===== config.mk =====
export PLATFORM = sky130hd
export DESIGN_NAME = config_loader
export DESIGN_NICKNAME = d
export VERILOG_FILES = /design/src/rtl/config_loader_pkg.sv /design/src/rtl/config_settle_timer.sv /design/src/rtl/config_loader.sv
export SDC_FILE = /design/constraint.sdc
export NUM_CORES = 1
export LEC_CHECK = 0
export ABC_AREA = 1
export BUFFER_PORTS_ARGS = -buffer_cell sky130_fd_sc_hd__buf_2
export CORE_AREA = 3 3 405 407
export CTS_BUF_LIST = sky130_fd_sc_hd__clkbuf_4
export DETAILED_ROUTE_END_ITERATION = 12
export DIE_AREA = 0 0 408 410
export MAX_ROUTING_LAYER = met4
export PLACE_DENSITY = 0.4
export SYNTH_ARGS = -nofsm -noshare
export SYNTH_HDL_FRONTEND = slang
export SYNTH_SLANG_ARGS = --single-unit

===== constraint.sdc =====
create_clock -name clock -period 17.28 [get_ports clock]
set_clock_uncertainty 0.1 [all_clocks]
set_input_delay 3.456 -clock clock [delete_from_list [all_inputs] [get_ports clock]]
set_output_delay 3.456 -clock clock [all_outputs]
set_load 0.01 [all_outputs]

===== src/rtl/config_loader_pkg.sv =====
// Shared state encoding and default sizing for the configuration loader.
// CONFIG_LOADER_CHECKSUM_EN adds the trailer-checksum CHECK state.
package config_loader_pkg;

  localparam int unsigned DefWordW        = 384;
  localparam int unsigned DefNumFrames    = 267;
  localparam int unsigned DefSettleCycles = 10;

  typedef enum logic [2:0] {
    StIdle,
    StLoad,
    StWrite,
    StSettleFf,
    StSettleRdy,
    StDone,
    StError
`ifdef CONFIG_LOADER_CHECKSUM_EN
    , StCheck
`endif
  } state_e;

endpackage


===== src/rtl/config_settle_timer.sv =====
// Loadable down-counter: after a load, done pulses in the CYCLES-th cycle.
// Shared by both settle phases of the configuration loader.
module config_settle_timer
  import config_loader_pkg::*;
#(
  parameter int unsigned CYCLES = DefSettleCycles
) (
  input  logic clock,
  input  logic rst,
  input  logic load,
  output logic done
);

  localparam int unsigned CntW = (CYCLES > 1) ? $clog2(CYCLES) : 1;
  localparam logic [CntW-1:0] LoadVal = CntW'(CYCLES - 1);

  logic [CntW-1:0] cnt_q, cnt_d;
  logic            active_q, active_d;

  always_comb begin
    cnt_d    = cnt_q;
    active_d = active_q;
    if (load) begin
      cnt_d    = LoadVal;
      active_d = 1'b1;
    end else if (active_q) begin
      if (cnt_q == '0) begin
        active_d = 1'b0;
      end else begin
        cnt_d = cnt_q - CntW'(1);
      end
    end
  end

  assign done = active_q && (cnt_q == '0);

  always_ff @(posedge clock or posedge rst) begin
    if (rst) begin
      cnt_q    <= '0;
      active_q <= 1'b0;
    end else begin
      cnt_q    <= cnt_d;
      active_q <= active_d;
    end
  end

endmodule


===== src/rtl/config_loader.sv =====
// Streams NUM_FRAMES frame words into the fabric, then releases flops and ready.
// Optional feature macro: CONFIG_LOADER_CHECKSUM_EN (XOR trailer check).
module config_loader
  import config_loader_pkg::*;
#(
  parameter int unsigned WORD_W        = DefWordW,
  parameter int unsigned NUM_FRAMES    = DefNumFrames,
  parameter int unsigned SETTLE_CYCLES = DefSettleCycles
) (
  input  logic                              clock,
  input  logic                              rst,
  input  logic                              start,
  input  logic                              cfg_valid,
  output logic                              cfg_ready,
  input  logic [WORD_W-1:0]                 cfg_data,
  output logic [WORD_W-1:0]                 configs_in,
  output logic [NUM_FRAMES-1:0]             configs_en,
  output logic                              ff_en,
  output logic                              rdy,
  output logic                              busy,
  output logic [$clog2(NUM_FRAMES+1)-1:0]   frame_cnt,
  output logic                              err
);

  localparam int unsigned CntW = $clog2(NUM_FRAMES + 1);
  localparam logic [CntW-1:0]       FrameTotal = CntW'(NUM_FRAMES);
  localparam logic [NUM_FRAMES-1:0] EnOne      = NUM_FRAMES'(1);

  state_e            state_q, state_d;
  logic [CntW-1:0]   frame_cnt_q, frame_cnt_d, frame_cnt_inc;
  logic [WORD_W-1:0] configs_in_q, configs_in_d;
  logic              ff_en_q, ff_en_d;
  logic              rdy_q, rdy_d;
  logic              tmr_load, tmr_done;

`ifdef CONFIG_LOADER_CHECKSUM_EN
  logic [WORD_W-1:0] csum_q, csum_d;
  logic              err_q, err_d;
`endif

  config_settle_timer #(
    .CYCLES (SETTLE_CYCLES)
  ) u_settle_timer (
    .clock (clock),
    .rst   (rst),
    .load  (tmr_load),
    .done  (tmr_done)
  );

  assign frame_cnt_inc = frame_cnt_q + CntW'(1);

  always_comb begin
    state_d      = state_q;
    frame_cnt_d  = frame_cnt_q;
    configs_in_d = configs_in_q;
    ff_en_d      = ff_en_q;
    rdy_d        = rdy_q;
    tmr_load     = 1'b0;
`ifdef CONFIG_LOADER_CHECKSUM_EN
    csum_d       = csum_q;
    err_d        = err_q;
`endif
    case (state_q)
      StIdle: begin
        if (start) begin
          state_d     = StLoad;
          frame_cnt_d = '0;
`ifdef CONFIG_LOADER_CHECKSUM_EN
          csum_d      = '0;
`endif
        end
      end
      StLoad: begin
        if (cfg_valid) begin
          configs_in_d = cfg_data;
          state_d      = StWrite;
`ifdef CONFIG_LOADER_CHECKSUM_EN
          csum_d       = csum_q ^ cfg_data;
`endif
        end
      end
      StWrite: begin
        frame_cnt_d = frame_cnt_inc;
        if (frame_cnt_inc == FrameTotal) begin
`ifdef CONFIG_LOADER_CHECKSUM_EN
          state_d  = StCheck;
`else
          state_d  = StSettleFf;
          tmr_load = 1'b1;
`endif
        end else begin
          state_d = StLoad;
        end
      end
`ifdef CONFIG_LOADER_CHECKSUM_EN
      StCheck: begin
        if (cfg_valid) begin
          if (cfg_data == csum_q) begin
            state_d  = StSettleFf;
            tmr_load = 1'b1;
          end else begin
            state_d = StError;
            err_d   = 1'b1;
            ff_en_d = 1'b0;
          end
        end
      end
`endif
      StSettleFf: begin
        if (tmr_done) begin
          ff_en_d  = 1'b1;
          state_d  = StSettleRdy;
          tmr_load = 1'b1;
        end
      end
      StSettleRdy: begin
        if (tmr_done) begin
          rdy_d   = 1'b1;
          state_d = StDone;
        end
      end
      StDone, StError: begin
        // Reconfiguration drops the fabric out of run mode on the same edge.
        if (start) begin
          state_d     = StLoad;
          frame_cnt_d = '0;
          ff_en_d     = 1'b0;
          rdy_d       = 1'b0;
`ifdef CONFIG_LOADER_CHECKSUM_EN
          err_d       = 1'b0;
          csum_d      = '0;
`endif
        end
      end
      default: state_d = StIdle;
    endcase
  end

  always_ff @(posedge clock or posedge rst) begin
    if (rst) begin
      state_q      <= StIdle;
      frame_cnt_q  <= '0;
      configs_in_q <= '0;
      ff_en_q      <= 1'b0;
      rdy_q        <= 1'b0;
    end else begin
      state_q      <= state_d;
      frame_cnt_q  <= frame_cnt_d;
      configs_in_q <= configs_in_d;
      ff_en_q      <= ff_en_d;
      rdy_q        <= rdy_d;
    end
  end

`ifdef CONFIG_LOADER_CHECKSUM_EN
  always_ff @(posedge clock or posedge rst) begin
    if (rst) begin
      csum_q <= '0;
      err_q  <= 1'b0;
    end else begin
      csum_q <= csum_d;
      err_q  <= err_d;
    end
  end

  assign err       = err_q;
  assign cfg_ready = (state_q == StLoad) || (state_q == StCheck);
`else
  assign err       = 1'b0;
  assign cfg_ready = (state_q == StLoad);
`endif

  assign configs_en = (state_q == StWrite) ? (EnOne << frame_cnt_q) : '0;
  assign configs_in = configs_in_q;
  assign ff_en      = ff_en_q;
  assign rdy        = rdy_q;
  assign frame_cnt  = frame_cnt_q;
  assign busy       = !(state_q inside {StIdle, StDone, StError});

endmodule


==> impl_metrics.csv <==
group,metric,value,unit
synth,synth_edf_count,0,
floorplan,ios,1053,
cts,clock_sinks,403,
floorplan,die_area,167300,um^2
cts,clk_pin_slew_worst_paths,60,ps
cts,cts_buffers,132,
cts,cts_resized,0,
synth,ys_top_cells_by_count,"dfrtp_1, mux2_4, nor2_1",
worst_hold_path,holdCritPathClass,"reg2reg",
synth,synth-simple-area-share,11.06,%
critical_path,crit_path_start,"frame_cnt[0]",
synth,synth-seq-cells,403,
final_layout,area_growth,48.38,%
synth,synthMostInstantiatedCell,"dfrtp_1",
cts,insertion_delay,1080,ps
power,power_density,72.12,nW/um^2
synth,netlist_area,18910,um^2
cts,cts_tree,"done",
power,p_leak,16.07,nW
routing,wirelength,99880,um
power,fin_total_pwr,2.024,mW
global_route,grt_pass1_wl,135500,um
floorplan,initial_core_util,11.78,%
global_route,grt_start_max_net_pins,112,
synth,synth_top_family_by_area,"multiplexers",
synth,synth_top_area_share,53.33,%
routing,vias,16430,
critical_path,critical_path.cell_chain,"inv_1, ha_1, nand2_1, nor3_1, nand3_1, nor2_1, buf_2",
final_layout,drive_above_1_share,62.16,%
global_route,grt_overflow,0,
synth,synth_xor_xnor_area_share,0.09263,%
critical_path,critPathRequiredTime,13720,ps
timing,fmax,0.1353,GHz
global_route,grt_usage,11.81,%
routing,drtIter0Drc,1163,
synth,yosys.area.top_type,"dfrtp_1",
synth,synthMuxAreaShare,30.01,%
floorplan,fp.dieH,410,um
critical_path,critPathKind,"reg2out",
timing,slew_viol_final,0,
synth,synth_ff_type,"dfrtp_1",
job,max-cap-violations,0,
power,vdd_ir_drop_max,0.05439,mV
floorplan,fp.dieW,408,um
final_layout,nets,2978,
timing,setup_viol,0,
synth,syn-mean-instance-area,12.85,um^2
synth,synth_cell_types,28,
critical_path,reg2reg_from,"state_q[0]",
critical_path,critPathMaxFanout,5,
floorplan,core,160600,um^2
routing,vias_per_cell,3.387,
cts,clock_path_buffers,3,
critical_path,cp-start-kind,"flop",
timing,fin_setup_tns,0,ps
cts,h-tree-depth,4,
synth,synthTopCellsByArea,"dfrtp_1, mux2_4, nor2_1",
critical_path,r2r_slack,13000,ps
routing,detail-route-antenna-nets,0,
synth,synthArstFlopShare,100.0,%
synth,synth_compound_area_share,0.6484,%
synth,synthCells,1472,
routing,wire_per_inst,20.59,um
outcome,outcome,"finished clean",
cts,hold_buffers,0,
worst_hold_path,min_from,"configs_in[179]",
global_route,grt_antenna_before_repair,62,
placed_design,gp_congestion,0.9132,
routing,drc,0,
critical_path,cp_slowest_stage_delay,790,ps
routing,drt_pass1_iterations,6,
timing,min_period,7394,ps
critical_path,crit_slowest_cell,"nor3_1",
cts,postCtsSetupRepairBufs,0,
timing,worstMarginPinSlew,1026,ps
synth,syn_nets,1868,
synth,ys_warn_count,0,
timing,max_slew_margin,31.57,%
global_route,grt_pass1_vias,16960,
critical_path,crit_arrival,3840,ps
synth,seq_area_frac_synth,53.33,%
synth,synth-adder-area-share,0.5293,%
timing,hold_viol,0,
placed_design,place_hpwl,79440,um
floorplan,row_count,147,
placed_design,port_buffers,1051,
timing,rsz0062_at_grt,"false",
cts,cts-root-buf,"clkbuf_4",
critical_path,worstSetupEndpointType,"output pin",
timing,fin_crit_sh,42.79,%
## flip-flops by register name (all words and copies together) (netlist names)
name,cells
u_settle_timer.active_q,1
state_q,3
rdy,1
configs_in,384
ff_en,1
u_settle_timer.cnt_q,4
frame_cnt,9
## logic make-up (layout without fill, tap and decap cells)
| family | Yosys count | after routing |
|---|---|---|
| other | 1 | 29 |
| multiplexers | 384 | 384 |
| buffers and inverters | 129 | 1321 |
| AO/OA/AOI/OAI | 23 | 23 |
| XOR/XNOR | 2 | 2 |
| AND/OR/NAND/NOR | 522 | 522 |
| adder cells (fa/ha/maj) | 8 | 8 |
| flip-flops | 403 | 403 |
## routing by layer
metal / global-route usage, % / vias up / wire length (um)
li1: - / 7212 / -
met1: 14.25 / 8031 / 42280
met2: 17.83 / 974 / 45350
met3: 4.630 / 216 / 9114
met4: 4.172 / 0 / 3136
met5: - / - / 0
## area by class of cell
type	instances	area [um^2]
clock buffers	177	1329
multi-input cells	940	8053
flip-flops and latches	403	10080
well taps	2160	2703
inverters	33	131.4
clock inverters	39	259.0
fillers	18180	132500
repair buffers	1072	5430
diodes	28	70.07
## power by group
group / total (mW) / switching [mW] / internal [mW] / leakage (nW)
combinational: 0.0753 / 0.0421 / 0.0332 / 9.56
clock: 1.00 / 0.486 / 0.518 / 0.938
sequential: 0.944 / 0 / 0.944 / 5.57
## stage by stage
stage,hold slack [ps],std cells,utilization (%),cell area [um^2],setup WS (ps)
2_1_floorplan,372.7,1472,-,18910,2515
3_3_place_gp,385.0,4608,16.44,26400,10120
3_5_place_dp,386.0,4608,16.44,26400,10120
4_1_cts,402.5,4824,17.43,27990,9586
5_1_grt,412.4,4849,17.47,28050,9403
6_report,399.8,4852,17.48,28060,9886
## worst max-delay path, delay by kind of cell, from the launching register on
family,cells,cell delay [ps]
and+or+nand+nor,4,1670
DFF,1,430
buffers and inverters,2,380
adders and majority gates,1,260
## layout by cell type (no fill, tap or decap), types with 4 or more instances in the layout
cell	instances
buf_2	1051
dfrtp_1	403
mux2_4	360
nor2_1	301
clkbuf_4	177
nand2_1	124
nand3_1	69
diode_2	28
inv_1	27
clkinv_1	27
mux2_2	24
buf_4	20
o21ai_0	17
nor3_1	16
ha_1	8
nand4_1	6
inv_2	4
clkinv_2	4
## final timing paths
kind / end / cells past startpoint
setup / recovery: configs_en[70] / 7
hold / removal: configs_in[179] / 1
setup reg to reg: configs_in[279] / 9
hold reg to reg: configs_in[179] / 1
max in group asynchronous: configs_in[154] / 4
min in group asynchronous: configs_in[40] / 2
Note: power is estimated with default switching activity, not from simulation.
